--- src/rtl/button_pulse_gen.sv ---
// Conditions one raw active-low push button into a debounced level, a press strobe
// and optional auto-repeat strobes for the clock/calendar tick inputs.
module button_pulse_gen #(
  parameter int CNT_W           = 26,
  parameter int DEBOUNCE_CYCLES = 1_000_000,
  parameter int HOLD_CYCLES     = 25_000_000,
  parameter int REPEAT_CYCLES   = 12_500_000
) (
  input  logic       clk,
  input  logic       rst_n,
  input  logic       butt_n,
  input  logic       repeat_en,
  output logic       pulse,
  output logic       pressed,
  output logic       held,
  output logic [2:0] dbg_state
);

  // pulse is a one-cycle strobe with no ready: the consumer must sample it every cycle.
  typedef enum logic [2:0] {
    IDLE       = 3'd0,
    PRESS_DB   = 3'd1,
    HELD       = 3'd2,
    REPEAT     = 3'd3,
    RELEASE_DB = 3'd4
  } state_t;

  localparam logic [CNT_W-1:0] L_DB_LAST   = CNT_W'(DEBOUNCE_CYCLES - 1);
  localparam logic [CNT_W-1:0] L_HOLD_LAST = CNT_W'(HOLD_CYCLES - 1);
  localparam logic [CNT_W-1:0] L_REP_LAST  = CNT_W'(REPEAT_CYCLES - 1);

  state_t           r_state;
  state_t           w_state_nxt;
  logic [CNT_W-1:0] r_cnt;
  logic [CNT_W-1:0] w_cnt_nxt;
  logic             r_sync1;
  logic             r_sync2;
  logic             r_pulse;
  logic             r_pressed;
  logic             r_held;
  logic             w_pulse_nxt;
  logic             w_pressed_nxt;
  logic             w_held_nxt;
  logic             w_s;

  assign w_s       = r_sync2;
  assign pulse     = r_pulse;
  assign pressed   = r_pressed;
  assign held      = r_held;
  assign dbg_state = r_state;

  always_ff @(posedge clk) begin
    if (!rst_n) begin
      r_sync1   <= 1'b1;
      r_sync2   <= 1'b1;
      r_state   <= IDLE;
      r_cnt     <= '0;
      r_pulse   <= 1'b0;
      r_pressed <= 1'b0;
      r_held    <= 1'b0;
    end else begin
      r_sync1   <= butt_n;
      r_sync2   <= r_sync1;
      r_state   <= w_state_nxt;
      r_cnt     <= w_cnt_nxt;
      r_pulse   <= w_pulse_nxt;
      r_pressed <= w_pressed_nxt;
      r_held    <= w_held_nxt;
    end
  end

  // Release (s=1) is tested first in every pressed state so it beats repeat_en drop and expiry.
  always_comb begin
    w_state_nxt   = r_state;
    w_cnt_nxt     = r_cnt;
    w_pulse_nxt   = 1'b0;
    w_pressed_nxt = r_pressed;
    w_held_nxt    = r_held;
    case (r_state)
      IDLE: begin
        if (!w_s) begin
          w_state_nxt = PRESS_DB;
          w_cnt_nxt   = '0;
        end
      end
      PRESS_DB: begin
        if (w_s) begin
          w_state_nxt = IDLE;
          w_cnt_nxt   = '0;
        end else if (r_cnt == L_DB_LAST) begin
          w_state_nxt   = HELD;
          w_cnt_nxt     = '0;
          w_pulse_nxt   = 1'b1;
          w_pressed_nxt = 1'b1;
        end else begin
          w_cnt_nxt = r_cnt + CNT_W'(1);
        end
      end
      HELD: begin
        if (w_s) begin
          w_state_nxt = RELEASE_DB;
          w_cnt_nxt   = '0;
        end else if (repeat_en && (r_cnt == L_HOLD_LAST)) begin
          w_state_nxt = REPEAT;
          w_cnt_nxt   = '0;
          w_pulse_nxt = 1'b1;
          w_held_nxt  = 1'b1;
        end else if (r_cnt != L_HOLD_LAST) begin
          // Saturates so enabling repeat after a long hold fires immediately.
          w_cnt_nxt = r_cnt + CNT_W'(1);
        end
      end
      REPEAT: begin
        if (w_s) begin
          w_state_nxt = RELEASE_DB;
          w_cnt_nxt   = '0;
          w_held_nxt  = 1'b0;
        end else if (!repeat_en) begin
          w_state_nxt = HELD;
          w_cnt_nxt   = '0;
          w_held_nxt  = 1'b0;
        end else if (r_cnt == L_REP_LAST) begin
          w_cnt_nxt   = '0;
          w_pulse_nxt = 1'b1;
        end else begin
          w_cnt_nxt = r_cnt + CNT_W'(1);
        end
      end
      RELEASE_DB: begin
        if (!w_s) begin
          w_state_nxt = HELD;
          w_cnt_nxt   = '0;
        end else if (r_cnt == L_DB_LAST) begin
          w_state_nxt   = IDLE;
          w_cnt_nxt     = '0;
          w_pressed_nxt = 1'b0;
        end else begin
          w_cnt_nxt = r_cnt + CNT_W'(1);
        end
      end
      default: begin
        w_state_nxt = IDLE;
        w_cnt_nxt   = '0;
      end
    endcase
  end

endmodule
--- config.mk ---
export PLATFORM = sky130hd
export DESIGN_NAME = button_pulse_gen
export DESIGN_NICKNAME = d
export VERILOG_FILES = /design/src/rtl/button_pulse_gen.sv
export SDC_FILE = /design/constraint.sdc
export NUM_CORES = 1
export LEC_CHECK = 0
export CAP_MARGIN = 20
export CORE_MARGIN = 3
export CORE_UTILIZATION = 60
export CTS_CLUSTER_DIAMETER = 100
export DETAILED_ROUTE_END_ITERATION = 16
export PLACE_DENSITY = 0.79
export RECOVER_POWER = 100
export SYNTH_ARGS = -nofsm -noshare
export SYNTH_HDL_FRONTEND = slang
export SYNTH_SLANG_ARGS = --single-unit
--- constraint.sdc ---
create_clock -name clk -period 2.9 [get_ports clk]
set_clock_uncertainty 0.15 [all_clocks]
set_input_delay 0.58 -clock clk [delete_from_list [all_inputs] [get_ports clk]]
set_output_delay 0.58 -clock clk [all_outputs]
set_load 0.01 [all_outputs]
==> results of run 1 <==
power by group through the flow:
stage          clock network (mW)  logic (mW)  registers (mW)
2_1_floorplan                   0       0.119           0.489
3_5_place_dp                    0       0.167           0.488
5_1_grt                     0.280       0.186           0.479
6_report                    0.252       0.166           0.477
4_1_cts                     0.256       0.168           0.477
3_3_place_gp                    0       0.164           0.488
registers in the layout, summed over array words and instances (netlist names):
| register | cells |
|---|---|
| dbg_state | 3 |
| pressed | 1 |
| r_sync2 | 1 |
| pulse | 1 |
| r_cnt | 26 |
| r_sync1 | 1 |
| held | 1 |
layer usage:
layer	routed length (µm)	vias to the layer above	track usage [%]
met1	2540	1024	38.5
met2	2320	75	37.7
li1	-	1052	-
met3	295	10	6.12
met4	100	0	9.14
met5	0	-	0
cell type report:
type                       instances  area [µm²]
clock buffer                       7        45.0
fill                             317        1060
inverter                          22        82.6
multi-input combinational        197        1280
sequential                        34         681
tap                               46        57.6
timing repair buffer              25         204
cell usage in the layout, fill, tap and decap left out, types with 3 or more instances in the layout:
cell,n
or2_2,3
nand3b_1,4
nand3_1,18
a31oi_1,17
nor2b_1,3
inv_1,22
nand4_1,13
or3_1,4
nor3_1,3
nor2_1,14
nor4_1,4
o22ai_1,13
or4_1,3
o311ai_0,3
buf_4,14
a21oi_1,5
and3_1,6
dlygate4sd3_1,7
or4b_1,4
clkbuf_1,3
a32oi_1,3
o21ai_0,6
clkbuf_4,5
nand2b_1,5
o21ai_1,3
nand2_1,25
dfxtp_1,34
o31ai_1,4
worst max-delay path by stage:
stage,endpoint,depth (start not counted),slack [ns]
after CTS,r_cnt[21],8,0.19
after floorplan,r_cnt[14],8,0.49
after global routing,r_cnt[6],7,0.08
after global placement,r_cnt[22],8,0.18
final,r_cnt[5],7,0.19
after detailed placement,r_cnt[22],8,0.16
worst max-delay path: stages, from the launching register on:
cell and delay [ns]:
dfxtp_1 0.38, or4_4 0.57, nor4_4 0.37, and4_1 0.34
o211ai_4 0.15, clkbuf_2 0.28, a31oi_1 0.25, o22ai_1 0.10
what timing repair did:
action                                  CTS  global route
hold buffers                              0             0
endpoints found under the setup margin    0             9
buffers inserted                          0             0
resized for setup                         0             3
cells by family after synthesis:
logic type	count (synthesis)	synth area share (%)
AND/OR/NAND/NOR	127	36.0
AO/OA/AOI/OAI	68	22.0
buffers and inverters	41	9.48
adder cells (fa/ha/maj)	1	0.578
multiplexers	1	0.462
flip-flops	34	31.4
metrics by stage:
| step | util, % | instance area (µm²) |
|---|---|---|
| finish | 68.9 | 2350 |
| floorplan | - | 2160 |
| CTS | 68.9 | 2350 |
| detailed placement | 67.6 | 2310 |
| global placement | 67.6 | 2310 |
| global route | 68.9 | 2350 |
==> results_dict.tcl, run 1 <==
set metrics [dict create \
    async_reset_ff_share_pct 0 \
    cp_max_fo 15 \
    fin_ws_ns 0.191 \
    tightest_slew_ns 0.524 \
    diodes 0 \
    seqPwrFrac_pct 53.3 \
    period_share_pct 93.4 \
    yosys-top-cells-count "34 x dfxtp_1, 25 x nand2_1, 22 x inv_1" \
    hold_violations 0 \
    grt_max_degree 32 \
    start_util_pct 63.4 \
    setup.worst_path.class "flop to flop" \
    synth_top_cell_area_share_pct 31.4 \
    drv_cap 0 \
    cts_tree "done" \
    ir_worst_vdd_mv 0.253 \
    io_buffer_count 9 \
    pwr-share-comb_pct 18.6 \
    status "completed" \
    arrival_ns 2.79 \
    synth-edff-count 0 \
    cp-startpoint "r_cnt[7]" \
    power_mw 0.895 \
    fin_tns_setup_ns 0 \
    drtIter0Drc 220 \
    setup_viol 0 \
    dr.pass1.iters 5 \
    place.gp.congestion 0.852 \
    p_leak_nw 0.719 \
    dr_total_vias 2161 \
    io_pins 10 \
    yosysMostFrequentCell "dfxtp_1" \
    stdcell_count 331 \
    ys_ff_latch 34 \
    critPathRequiredTime_ns 2.98 \
    area_growth_syn_to_layout_pct 8.73 \
    drt-vias-per-instance 6.53 \
    cp-start-kind "flop" \
    reg2reg_to "r_cnt[5]" \
    fin_crit_ns 2.71 \
    r2r_slack_ns 0.19 \
    place_inst 324 \
    cts.clk_slew.worst_paths_ns 0.10 \
    die_x_um 66.1 \
    r2r_cells 7 \
    swShare_pct 30.0 \
    die_h_um 66.1 \
    dp_hpwl_um 3630 \
    wirelength_um 5250 \
    ant_nets 0 \
    clock_power_share_pct 28.1 \
    preCtsSetupSlack_ns 0.155 \
    fin_nets 290 \
    synth-main-ff-cell "dfxtp_1" \
    overflow 0 \
    h-tree-depth 2 \
    worstHoldPathCells 1 \
    cts_root_buffer "clkbuf_4" \
    ys_types 56 \
    antenna_found_initial 0 \
    avgSynthCellArea_um2 7.96 \
    p_per_area_mw_per_mm2 380 \
    p_switching_mw 0.268 \
    drv_slew 0 \
    hold_slack_ns 0.277 \
    r2r-start "r_cnt[7]" \
    synth_top_cell_by_area "dfxtp_1" \
    wl_per_cell_um 15.9 \
    route.detailed.drc 0 \
    synth_area_leaders "dfxtp_1 31%, a31oi_1 4.9%, nand3_1 4.4%, nand2_1 4.3%, inv_1 3.8%" \
    cts_made_buffers 5 \
    synthesis.instances 272 \
    hp-class "flop to flop" \
    synthesis.nets 277 \
    p_int_mw 0.627 \
    grt_pass1_wl_um 8900 \
    synth.cell_area_mm2 0.00216 \
    critPathCaptureType "flop" \
    cts_sinks 34 \
    hold_start "r_sync1" \
    hold_end "r_sync2" \
    clock_path_buffers 2 \
    clock_latency_ns 0.34 \
    drive_gt1_share_pct 12.3 \
    track_usage_pct 26.4 \
    die_area_mm2 0.00436 \
    seq_area_frac_synth_pct 31.4 \
    grt_pass1_vias 1904 \
    fmax_mhz 369 \
    relSlewSlack_pct 64.6 \
    rows 21 \
    synth_warnings 0 \
    rsz0062_at_grt "no" \
    core-area_mm2 0.00342 \
]
No activity file was read; power rests on OpenSTA's default activity.
==> run 2, diff against run 1 <==
Clock period 2.9 ns to 2.8 ns, I/O delays scaled along.
==> results_dict.tcl, run 2 (synthesized netlist as in run 1, its figures left out) <==
set metrics [dict create \
    diodes 0 \
    die_h_um 66.1 \
    seqPwrFrac_pct 52.5 \
    cts_sinks 34 \
    cp-startpoint "r_cnt[16]" \
    drive_gt1_share_pct 12.8 \
    tightest_slew_ns 0.517 \
    cts.clk_slew.worst_paths_ns 0.11 \
    fin_tns_setup_ns 0 \
    track_usage_pct 26.6 \
    drv_cap 0 \
    antenna_found_initial 0 \
    p_int_mw 0.658 \
    wirelength_um 5330 \
    cp_cell_sequence "or4b_4 > nor4_1 > a31o_2 > o211ai_4 > clkbuf_2 > a31oi_1 > o22ai_1" \
    setup_viol 0 \
    clock_latency_ns 0.34 \
    start_util_pct 63.4 \
    drtIter0Drc 166 \
    drv_slew 0 \
    rows 21 \
    grt_pass1_vias 1909 \
    setup.worst_path.class "flop to flop" \
    critPathCaptureType "flop" \
    r2r_cells 7 \
    rsz0062_at_grt "no" \
    ctsResizeCount 0 \
    period_share_pct 93.1 \
    area_growth_syn_to_layout_pct 10.5 \
    dpl-instance-area_mm2 0.00236 \
    critPathRequiredTime_ns 2.88 \
    grt_pass1_wl_um 9100 \
    cts_made_buffers 5 \
    post_cts_buffers 0 \
    p_per_area_mw_per_mm2 393 \
    fin_nets 293 \
    r2r-start "r_cnt[16]" \
    dr_total_vias 2124 \
    p_switching_mw 0.283 \
    ant_nets 0 \
    grt_max_degree 25 \
    reg2reg_to "r_cnt[4]" \
    fmax_mhz 383 \
    drt-vias-per-instance 6.36 \
    fin_crit_ns 2.61 \
    final_cell_mix "34 x dfxtp_1, 25 x nand2_1, 22 x inv_1" \
    cts_tree "done" \
    cpMaxStageDelayCell "or4b_4" \
    die_area_mm2 0.00436 \
    core-area_mm2 0.00342 \
    wl_per_cell_um 16.0 \
    clock_power_share_pct 27.8 \
    cts_root_buffer "clkbuf_4" \
    clock_path_buffers 2 \
    hold_violations 0 \
    largest-register "r_cnt" \
    r2r_slack_ns 0.19 \
    hp-class "flop to flop" \
    io_pins 10 \
    h-tree-depth 2 \
    ir_worst_vdd_mv 0.303 \
    slowest_delay_ns 0.52 \
    hold_buffers 0 \
    worstSetupEndpoint "r_cnt[4]" \
    pwr-share-comb_pct 19.7 \
    die_x_um 66.1 \
    dr.pass1.iters 4 \
    cp_max_fo 11 \
    relSlewSlack_pct 65.0 \
    largest_reg_flops 26 \
    status "completed" \
    overflow 0 \
    place.gp.congestion 0.873 \
    cp-start-kind "flop" \
    io_buffer_count 9 \
    p_leak_nw 0.748 \
    dp_hpwl_um 3800 \
    final_common_cell "dfxtp_1" \
    route.detailed.drc 0 \
    swShare_pct 30.1 \
    arrival_ns 2.69 \
    final_cell_area_mm2 0.00239 \
]
run 2: how the worst min path moves through the flow:
stage | start | end | slack, ns | cells past startpoint
after global placement | r_sync1 | r_sync2 | 0.24 | 1
final | r_sync1 | r_sync2 | 0.28 | 1
after CTS | r_sync1 | r_sync2 | 0.28 | 1
after detailed placement | r_sync1 | r_sync2 | 0.25 | 1
after floorplan | r_sync1 | r_sync2 | 0.24 | 1
after global routing | r_sync1 | r_sync2 | 0.29 | 1
run 2: area by class of cell:
cell class / instances / area (µm²)
Sequential cell: 34 / 681
Clock buffer: 7 / 45.0
Fill cell: 285 / 1020
Inverter: 22 / 82.6
Timing Repair Buffer: 28 / 248
Tap cell: 46 / 57.6
Multi-Input combinational cell: 197 / 1280
run 2: power by group through the flow:
stage | registers, mW | clock network [mW] | logic [mW]
global route | 0.494 | 0.285 | 0.203
detailed placement | 0.505 | 0 | 0.185
CTS | 0.494 | 0.264 | 0.186
finish | 0.494 | 0.262 | 0.185
global placement | 0.504 | 0 | 0.182
floorplan | 0.506 | 0 | 0.123
run 2: stage by stage:
stage / hold slack (ns) / util [%] / setup slack [ns] / total power [mW] / cells
after detailed placement: 0.251 / 69.0 / 0.0311 / 0.690 / 327
after floorplan: 0.236 / - / 0.392 / 0.629 / 272
after global routing: 0.294 / 70.0 / 0.0581 / 0.982 / 334
final: 0.277 / 70.0 / 0.192 / 0.941 / 334
after global placement: 0.243 / 69.0 / 0.103 / 0.686 / 327
after CTS: 0.280 / 70.3 / 0.251 / 0.944 / 334
run 2: per-layer routing:
layer  vias to the layer above  GRT usage [%]  wire, µm
li1                       1059              -         -
met1                       989           38.7      2550
met2                        69           38.9      2380
met3                         7           4.76       331
met4                         0           9.64        68
met5                         -              0         0
run 2: critical path, delay by kind of cell, from the launching register on:
kind	cells	cell delay (ns)
AO/OA/AOI/OAI	4	0.69
buffers and inverters	1	0.23
flip-flops	1	0.45
AND/OR/NAND/NOR	2	0.97
